File: src/rtl/dot_matrix_scan.sv
// dot_matrix_scan: row-multiplexed LED matrix driver with a
// double-buffered frame, per-row blanking and PWM brightness.
module dot_matrix_scan #(
  parameter int ROWS        = 8,
  parameter int COLS        = 8,
  parameter int ROW_TICKS   = 100000,
  parameter int BLANK_TICKS = 50,
  parameter int BRIGHT_W    = 4,
  parameter int ROW_ACT_LOW = 0,
  parameter int COL_ACT_LOW = 0
) (
  input  logic                     i_Clk,
  input  logic                     i_Rst,
  input  logic                     i_En,
  input  logic [ROWS*COLS-1:0]     i_Data,
  input  logic [BRIGHT_W-1:0]      i_Bright,
  input  logic                     i_Load,
  output logic                     o_LoadAck,
  output logic [ROWS-1:0]          o_DM_Row,
  output logic [COLS-1:0]          o_DM_Col,
  output logic [$clog2(ROWS)-1:0]  o_RowIdx,
  output logic                     o_fDone
);

  localparam int CW   = $clog2(ROW_TICKS);
  localparam int IW   = $clog2(ROWS);
  localparam int STEP = (ROW_TICKS - BLANK_TICKS) >> BRIGHT_W;
  localparam int PW   = CW + BRIGHT_W;
  localparam logic RINV = (ROW_ACT_LOW != 0);
  localparam logic CINV = (COL_ACT_LOW != 0);

  logic [CW-1:0]        cnt_q, cnt_d;
  logic [IW-1:0]        idx_q, idx_d;
  logic                 pend_q, pend_d;
  logic [ROWS*COLS-1:0] fb_q, fb_d;
  logic [BRIGHT_W-1:0]  br_q, br_d;
  logic [ROWS-1:0]      row_q, row_d;
  logic [COLS-1:0]      col_q, col_d;
  logic [IW-1:0]        ridx_q, ridx_d;
  logic                 done_q, done_d;
  logic                 ack_q, ack_d;

  logic                 slot_end;
  logic                 last_row;
  logic                 boundary;
  logic                 take;
  logic [CW-1:0]        dcnt;
  logic [PW-1:0]        prod;
  logic                 pwm_on;
  logic                 col_on;
  logic [ROWS-1:0]      row_on;
  logic [COLS-1:0]      col_data;

  // Slot position, PWM window and load decision from current state.
  always_comb begin
    slot_end = (cnt_q == CW'(ROW_TICKS - 1));
    last_row = (idx_q == IW'(ROWS - 1));
    boundary = i_En & slot_end & last_row;
    take     = (boundary | ~i_En) & (pend_q | i_Load);
    dcnt     = cnt_q - CW'(BLANK_TICKS);
    prod     = PW'(STEP) * PW'(br_q);
    pwm_on   = (&br_q) | (PW'(dcnt) < prod);
    col_on   = (cnt_q >= CW'(BLANK_TICKS)) & pwm_on;
    row_on   = ROWS'(1) << idx_q;
    col_data = fb_q[COLS*idx_q +: COLS];
  end

  // Next-state: scan counters, display image and load handshake.
  always_comb begin
    cnt_d  = cnt_q;
    idx_d  = idx_q;
    row_d  = {ROWS{RINV}};
    col_d  = {COLS{CINV}};
    ridx_d = '0;
    done_d = 1'b0;
    if (i_En) begin
      cnt_d  = slot_end ? '0 : cnt_q + CW'(1);
      if (slot_end)
        idx_d = last_row ? '0 : idx_q + IW'(1);
      row_d  = row_on ^ {ROWS{RINV}};
      col_d  = (col_on ? col_data : '0) ^ {COLS{CINV}};
      ridx_d = idx_q;
      done_d = boundary;
    end else begin
      cnt_d = '0;
      idx_d = '0;
    end
    ack_d  = take;
    pend_d = take ? 1'b0 : (pend_q | i_Load);
    fb_d   = take ? i_Data : fb_q;
    br_d   = take ? i_Bright : br_q;
  end

  // State and registered outputs.
  always_ff @(posedge i_Clk or negedge i_Rst) begin
    if (!i_Rst) begin
      cnt_q  <= '0;
      idx_q  <= '0;
      pend_q <= 1'b0;
      fb_q   <= '0;
      br_q   <= '1;
      row_q  <= {ROWS{RINV}};
      col_q  <= {COLS{CINV}};
      ridx_q <= '0;
      done_q <= 1'b0;
      ack_q  <= 1'b0;
    end else begin
      cnt_q  <= cnt_d;
      idx_q  <= idx_d;
      pend_q <= pend_d;
      fb_q   <= fb_d;
      br_q   <= br_d;
      row_q  <= row_d;
      col_q  <= col_d;
      ridx_q <= ridx_d;
      done_q <= done_d;
      ack_q  <= ack_d;
    end
  end

  assign o_DM_Row  = row_q;
  assign o_DM_Col  = col_q;
  assign o_RowIdx  = ridx_q;
  assign o_fDone   = done_q;
  assign o_LoadAck = ack_q;

endmodule

File: config.mk
export PLATFORM = sky130hd
export DESIGN_NAME = dot_matrix_scan
export DESIGN_NICKNAME = d
export VERILOG_FILES = /design/src/rtl/dot_matrix_scan.sv
export SDC_FILE = /design/constraint.sdc
export NUM_CORES = 1
export LEC_CHECK = 0
export BUFFER_PORTS_ARGS = -buffer_cell sky130_fd_sc_hd__buf_4
export CAP_MARGIN = 20
export CORE_ASPECT_RATIO = 0.6
export CORE_MARGIN = 4
export CORE_UTILIZATION = 50
export DETAILED_ROUTE_END_ITERATION = 16
export GPL_TIMING_DRIVEN = 0
export PLACE_DENSITY = 0.72
export SLEW_MARGIN = 0
export SYNTH_ARGS = -nofsm -noshare
export SYNTH_HDL_FRONTEND = slang
export SYNTH_SLANG_ARGS = --single-unit
File: constraint.sdc
create_clock -name i_Clk -period 5.45 [get_ports i_Clk]
set_input_delay 0.8175 -clock i_Clk [delete_from_list [all_inputs] [get_ports i_Clk]]
set_output_delay 0.8175 -clock i_Clk [all_outputs]
set_load 0.02 [all_outputs]
Word level (Yosys, flattened, before mapping)
Index checks and enable logic that the tools add are counted.

word-level totals
  bits in registers = 110
  input port bits = 72
  logic and storage cells = 41

operators by class
  add/sub/neg operators = 3
  multiply operators = 1
  magnitude comparators = 2
  eq/ne operators = 3
  shift operators = 2
  multiplexer cells = 11
  bitwise logic cells = 8
  reduce and logical (&&, ||, !) cells = 1

operator list
  operator               number
  $shiftx 64x7->8        1
  $mux 17                2
  $mux 8                 3
  $add 17x1->17 const B  1
  $eq 17x17->1 const B   1
  $ge 17x6->1 const B    1
  $lt 17x17->1           1
  $sub 17x6->17 const B  1
  $mul 12x4->16 const A  1
  $mux 3                 4
  $shl 1x3->8 const A    1
  $and 1x1->1            4
  $reduce_and 4->1       1
  $add 3x1->3 const B    1
  $eq 3x3->1 const B     1
  $or 1x1->1             3
  $mux 1                 2
  $ne 2x1->1 const B     1
  $not 1->1              1

Depth between registers and ports, before layout
Gate-level depths: netlist of the first run.

  depth after elaboration = 6
  depth in mapped cells = 16
  gate-level depth less buffers = 16

Least setup slack after synthesis of the first run
No wires, ideal clock.

  kind = flip-flop to flip-flop
  start point = register br_q[2]
  end point = register col_q[0] (netlist: o_DM_Col[0])
  setup time = 0.149 ns
  data arrival time = 4.115 ns
  path slack = 1.186 ns
  cell stages (with the launch flop) = 17
  buffers on the path = 0
  clock period less this slack = 4.264 ns
  cell sequence = dfstp_2 -> inv_1 -> ha_1 -> ha_1 -> or2_2 -> ha_1 -> a21o_1 -> a21o_1 -> a31oi_1 -> o21bai_1 -> xnor2_1 -> ha_1 -> nand4_1 -> nor3_1 -> or4b_2 -> a32oi_1 -> nor4b_1

on the way
  cells in the longest elaborated chain, start to end = 6

RTL lines
  item                      RTL line  text
  start: declaration        36        logic [BRIGHT_W-1:0] br_q, br_d;
  start signal: assignment  112       br_q <= br_d;
  $mul 12x4->16             61        prod = PW'(STEP) * PW'(br_q);
  $lt 17x17->1              62        pwm_on = (&br_q) | (PW'(dcnt) < prod);
  $or 1x1->1 (*)            62
  $and 1x1->1 (*)           63        col_on = (cnt_q >= CW'(BLANK_TICKS)) & pwm_on;
  $mux 8 (*)                81        col_d = (col_on ? col_data : '0) ^ {COLS{CINV}};
  $mux 8 (*)                76        if (i_En) begin
  net col_d[0]              38        logic [COLS-1:0] col_q, col_d;
  end signal: assignment    103       col_q <= {COLS{CINV}};
  end signal: assignment    114       col_q <= col_d;
  end: declaration          38

The timed path passes the listed nets; every way through them passes the cells marked *.
A chain may end at the register's enable or synchronous reset.

Final worst setup path of the first run
  start point = register br_q[2]
  end point = register col_q[3] (netlist: o_DM_Col[3])

The elaborated chain is that of the path after synthesis.

==> flow_summary.ini, run 1 <==
[clock_network]
hold_buffers = 0
cts_made_buffers = 9
post_cts_resized = 0
clockBufferDepth = 2
post-cts-setup-buffers = 0
cts_root_buf = clkbuf_16
htreeDepth = 3
clock-sinks = 110
clkSlewWorstSetupHoldPaths_ps = 80
tritoncts = done
clk-insertion-delay-late_ps = 340

[logic_synthesis]
yosysSeqAreaShare_pct = 47.3
synth_edf_count = 0
syn-cell-area_um2 = 5830
synth_async_sr_flop_share_pct = 100
synthCells = 481
syn_avg_cell_area_um2 = 12.1
ys_ff_latch = 110
ys.flop_type = dfrtp_1
synth_cell_type_count = 52
synth_nets = 590
yosys_warnings = 0

[layout]
regArea_um2 = 2760
fin_area_um2 = 7040
mostFrequentLayoutCell = dfrtp_1
area_delta_synth_final_pct = 20.7
layout_common_cells = dfrtp_1 (106), buf_4 (97), mux2_2 (59)
drive_above_1_share_pct = 35.4
utilization_pct = 62.1
fillCellCount = 905
multi_input_area_um2 = 2880
diodes = 0
fin_nets = 694

[detailed_routing]
via_per_inst = 5.42
ant_nets = 0
dr_total_vias = 4064
first_pass_iters = 5
remaining_drc_errors = 0
routed_wl_mm = 13.2
drt_iter0_drc = 260
routedWlPerCell_um = 17.6

[critical_path]
reg2reg_depth = 16
path_class = flip-flop to flip-flop
cp.required_ps = 5630
crit_path_max_fanout = 8
start_kind = flip-flop
end_kind = flip-flop
cp.arrival_ps = 5190

[sta]
min_period_over_period_pct = 91.9
clock_skew_ps = 11.6
fmaxAchievable_mhz = 200
hold_slack_ps = 450
slew_headroom_pct = 39.8
hold_violations = 0
rsz0062_at_grt = no
tns_ps = 0
final.min_clock_period_ps = 5010
drv_slew = 0
worst_pin_slew_ps = 903
finalSetupViolations = 0

[global_route]
grt_pass1_wl_mm = 22.1
grt_max_degree = 75
antenna_found_initial = 0
gr-total-overflow = 0
grt_pass1_vias = 4185
globalRouteTotalUtil_pct = 20.7

[power_and_ir_drop]
finalPower_w = 0.00206
p_leak_nw = 3.17
peakVddDrop_mv = 0.154
swShare_pct = 28.5
p_seq_share_pct = 45.9
powerDensity_nw_per_um2 = 292
clkPwrFrac_pct = 30.8
p_int_w = 0.00147
p_comb_share_pct = 23.3
switching_power_w = 0.000587

[placed_design]
port-buffer-count = 92
placed_area_um2 = 6750
dpl.hpwl_mm = 10.1
place_congestion = 0.884

[floorplan]
die_w_um = 147
ios = 93
start_util_pct = 51.5
dieHeight_um = 91.7
die_area_um2 = 13500
fp-row-count = 30
core_um2 = 11300

[job]
max-cap-violations = 0

[outcome]
status = finished, final reports clean

[min_path]
hp-class = primary input to asynchronous set/reset pin
-- kinds of logic (layout without fill, tap and decap cells) --
logic type      Yosys count  in the layout  synth area share [%]
simple gates            135            135                  12.1
flops                   110            110                  47.3
mux                      84             84                  19.3
buf+inv                  41            150                  3.35
xor+xnor                 40             40                  6.00
fa+ha+maj                37             37                  7.93
compound gates           34             34                  4.07
-- metal layers --
metal  up-vias  track usage (%)  part of all wire (%)
met2        97             30.4                    43
met4         0             3.72                  0.58
met3         6             5.68                   5.9
li1       1904                -                     -
met1      2057             31.2                    51
met5         -                0                     0
-- state kept, by name, summed over array words and instances, names as in the netlist --
register / cells
fb_q: 64
cnt_q: 17
o_DM_Col: 8
o_DM_Row: 8
br_q: 4
idx_q: 3
o_RowIdx: 3
o_LoadAck: 1
o_fDone: 1
pend_q: 1
-- cell usage after synthesis, types with 2 or more instances --
| cell type | instances | area [um2] |
|---|---|---|
| nand2b_1 | 2 | 12.5 |
| dfrtp_1 | 106 | 2650 |
| o21bai_1 | 2 | 15.0 |
| buf_2 | 6 | 30.0 |
| nor2_1 | 50 | 188 |
| buf_6 | 2 | 22.5 |
| nand3_1 | 5 | 25.0 |
| a21o_1 | 3 | 22.5 |
| dfstp_2 | 4 | 105 |
| ha_1 | 37 | 463 |
| a31oi_1 | 4 | 25.0 |
| and4_1 | 2 | 17.5 |
| xor2_1 | 18 | 158 |
| xnor2_1 | 22 | 193 |
| mux2_1 | 9 | 101 |
| a21oi_1 | 12 | 60.1 |
| nor3_1 | 7 | 35.0 |
| and2_1 | 10 | 62.6 |
| inv_1 | 14 | 52.6 |
| nand4_1 | 3 | 18.8 |
| nand2_1 | 21 | 78.8 |
| nor2b_1 | 4 | 25.0 |
| or2_2 | 3 | 18.8 |
| mux2_2 | 59 | 664 |
| o21ai_0 | 3 | 15.0 |
| clkbuf_1 | 12 | 45.0 |
| mux4_2 | 16 | 360 |
| nor4b_1 | 8 | 70.1 |
| nor4_1 | 5 | 31.3 |
| buf_4 | 5 | 37.5 |
| and3_1 | 6 | 37.5 |
-- worst paths after layout --
check	from	to	slack [ps]
worst max-delay path	br_q[2]	o_DM_Col[3]	440
worst min-delay path	i_Rst	o_RowIdx[0]	450
worst max register to register	br_q[2]	o_DM_Col[3]	440
worst min register to register	fb_q[10]	fb_q[10]	490
max in group asynchronous	i_Rst	br_q[2]	4250
min in group i_Clk	fb_q[10]	fb_q[10]	490
-- worst max-delay path, stage by stage, from the launching register on --
cell and delay [ps]:
dfstp_2 580, inv_1 50, ha_1 220, ha_1 170
or2_2 270, ha_1 320, a21o_1 210, a21o_1 210
a31oi_1 300, o21bai_1 130, xnor2_1 150, ha_1 310
nand4_1 120, nor3_1 300, or4b_2 620, a32oi_1 720
nor4b_1 150
-- power by group through the flow --
stage | clock, W | sequential, W | combinational, W
global route | 0.000690 | 0.000954 | 0.000539
global placement | 0 | 0.000954 | 0.000451
CTS | 0.000652 | 0.000944 | 0.000481
finish | 0.000633 | 0.000944 | 0.000478
detailed placement | 0 | 0.000960 | 0.000479
floorplan | 0 | 0.000943 | 0.000336
-- cell type report --
class / count / share of cell area, %
Timing Repair Buffer: 93 / 10.2
Inverter: 15 / 0.799
Tap cell: 160 / 2.84
Multi-Input combinational cell: 330 / 40.9
Clock inverter: 6 / 0.888
Clock buffer: 10 / 3.25
Sequential cell: 110 / 39.1
Buffer: 26 / 1.97
-- per-stage QoR --
step / std cells / setup slack [ps]
3_3_place_gp: 733 / 598
5_1_grt: 750 / 183
4_1_cts: 750 / 476
3_5_place_dp: 734 / 518
2_1_floorplan: 481 / 1190
6_report: 750 / 439
No activity file was read; power rests on OpenSTA's default activity.
==> inputs of run 2 (changes only) <==
- ABC_AREA: default -> 1
- clock period: 5.45 -> 4.8 ns (I/O delays scaled with it)
==> flow_summary.ini, run 2 <==
[sta]
rsz0062_at_grt = no
min_period_over_period_pct = 79.4
drv_slew = 0
worst_pin_slew_ps = 583
final.min_clock_period_ps = 3810
clock_skew_ps = 10.6
slew_headroom_pct = 61.0
worst_slack_ps = 991
finalSetupViolations = 0
fmaxAchievable_mhz = 263
hold_violations = 0
tns_ps = 0

[min_path]
hp-class = primary input to asynchronous set/reset pin

[clock_network]
cts_root_buf = clkbuf_16
clockBufferDepth = 2
clk-insertion-delay-late_ps = 350
tritoncts = done
post-cts-setup-buffers = 0
htreeDepth = 3
clkSlewWorstSetupHoldPaths_ps = 80
clock-sinks = 110
cts_made_buffers = 9
post_cts_resized = 0
hold_buffers = 0

[floorplan]
start_util_pct = 52.3
ios = 93
core_um2 = 11600
fp-row-count = 30
die_w_um = 150
dieHeight_um = 93.2
die_area_um2 = 14000

[layout]
fillCellCount = 1004
regArea_um2 = 2760
reg_top3 = fb_q x64, cnt_q x17
layout_common_cells = nand2_1 (279), dfrtp_1 (106), buf_4 (92)
mostFrequentLayoutCell = nand2_1
diodes = 0
top_register = fb_q
fin_nets = 990
drive_above_1_share_pct = 15.1
multi_input_area_um2 = 2860
utilization_pct = 63.0
area_delta_synth_final_pct = 20.4
largest_reg_flops = 64

[placed_design]
pre_cts_ws_ps = 1080
port-buffer-count = 91
dpl.hpwl_mm = 12.9
place_congestion = 0.920

[logic_synthesis]
syn_avg_cell_area_um2 = 7.77
ys.flop_type = dfrtp_1
ys_top_cells_by_count = nand2_1 (279), dfrtp_1 (106), nor2_1 (83)
synth_async_sr_flop_share_pct = 100
synth_nets = 887
synth_top_area_share_pct = 43.9
synth_area_leaders = dfrtp_1 (44%), nand2_1 (17%), ha_1 (7.7%), nor2_1 (5.2%), inv_1 (4.2%)
yosysSeqAreaShare_pct = 45.6
synth_cell_type_count = 37
ys_ff_latch = 110
synthCells = 778
syn-cell-area_um2 = 6050
yosys_warnings = 0
synth_edf_count = 0
synth_most_common_cell = nand2_1
yosys.area.top_type = dfrtp_1

[outcome]
status = finished, final reports clean

[global_route]
globalRouteTotalUtil_pct = 23.9
gr-total-overflow = 0
grt_pass1_wl_mm = 26.2
grt_pass1_vias = 5162
grt_max_degree = 75
antenna_found_initial = 0

[detailed_routing]
routed_wl_mm = 16.6
remaining_drc_errors = 0
first_pass_iters = 6
routedWlPerCell_um = 15.8
drt_iter0_drc = 633
via_per_inst = 5.31
dr_total_vias = 5557
ant_nets = 0

[power_and_ir_drop]
p_leak_nw = 3.93
finalPower_w = 0.00235
swShare_pct = 29.1
switching_power_w = 0.000684
p_seq_share_pct = 45.3
p_int_w = 0.00167
clkPwrFrac_pct = 34.8
p_comb_share_pct = 19.9
peakVddDrop_mv = 0.257
powerDensity_nw_per_um2 = 323

[critical_path]
crit_path_max_fanout = 8
cp.required_ps = 5020
crit_path_cell_trace = inv_1 > ha_1 > ha_1 > or2_2 > ha_1 > a21oi_1 > o21ai_0 > nand2_1 > nand2_1 > a21oi_1 > inv_1 > nand2_1 > nand2_1 > ha_1 > nand4_1 > a21oi_1 > nor2_1 > nand2_1 > nand2_1 > nand2_1 > nor2_1
cp.arrival_ps = 4030
critical_path.slowest_cell = dfstp_2
max_stage_delay_ps = 560
end_kind = flip-flop
path_common_cell = nand2_1
start_kind = flip-flop
path_class = flip-flop to flip-flop

[job]
max-cap-violations = 0
run 2: cells by family (layout without fill, tap and decap cells):
group | count (synthesis) | after routing | synth area share (%)
DFF | 110 | 110 | 45.6
xor gates and xnor gates | 29 | 29 | 4.20
buffers and inverters | 101 | 209 | 7.03
AOI/OAI and AO/OA | 92 | 92 | 8.63
adders and majority gates | 37 | 37 | 7.66
and+or+nand+nor | 409 | 409 | 26.9
run 2: layout make-up:
| type | instances | area share, % |
|---|---|---|
| plain buffers | 28 | 2.06 |
| clock buffers | 9 | 3.09 |
| clock inverters | 7 | 1.37 |
| inverters | 73 | 3.78 |
| multi-input cells | 567 | 39.3 |
| flip-flops and latches | 110 | 37.9 |
| well taps | 160 | 2.75 |
| repair buffers | 92 | 9.76 |
run 2: final timing paths:
path                           from          end  slack [ps]  cells past startpoint
max                         br_q[2]  o_DM_Col[0]         990                     21
min                           i_Rst    cnt_q[13]         330                      1
max reg2reg                 br_q[2]  o_DM_Col[0]         990                     21
min reg2reg                fb_q[49]     fb_q[49]         480                      2
max in group asynchronous     i_Rst      br_q[0]        3710                      2
min in group i_Clk         fb_q[49]     fb_q[49]         480                      2
run 2: critical path, delay by kind of cell (launching register included):
family                   cells  cell delay (ps)
AND/OR/NAND/NOR             11             1280
adder cells (fa/ha/maj)      4             1030
AO/OA/AOI/OAI                4              690
flip-flops                   1              560
buffers and inverters        2              110
run 2: power by group through the flow:
stage          sequential, W  clock (W)  combinational, W
4_1_cts              0.00106   0.000827          0.000470
6_report             0.00107   0.000819          0.000468
3_5_place_dp         0.00108          0          0.000466
5_1_grt              0.00107   0.000863          0.000539
2_1_floorplan        0.00106          0          0.000304
3_3_place_gp         0.00108          0          0.000437
run 2: per-stage QoR:
| stage | hold slack (ps) | area, um2 | instances |
|---|---|---|---|
| 2_1_floorplan | 424 | 6050 | 778 |
| 3_3_place_gp | 457 | 6930 | 1029 |
| 3_5_place_dp | 461 | 6960 | 1030 |
| 4_1_cts | 343 | 7280 | 1046 |
| 5_1_grt | 363 | 7280 | 1046 |
| 6_report | 330 | 7280 | 1046 |
run 2: metal layers:
metal | share of wire, % | vias up | routed length [um] | track usage [%]
li1 | - | 2665 | - | -
met1 | 49 | 2602 | 8140 | 37.7
met2 | 40 | 268 | 6690 | 32.9
met3 | 9.3 | 22 | 1550 | 5.96
met4 | 1.2 | 0 | 198 | 5.02
met5 | 0 | - | 0 | 0
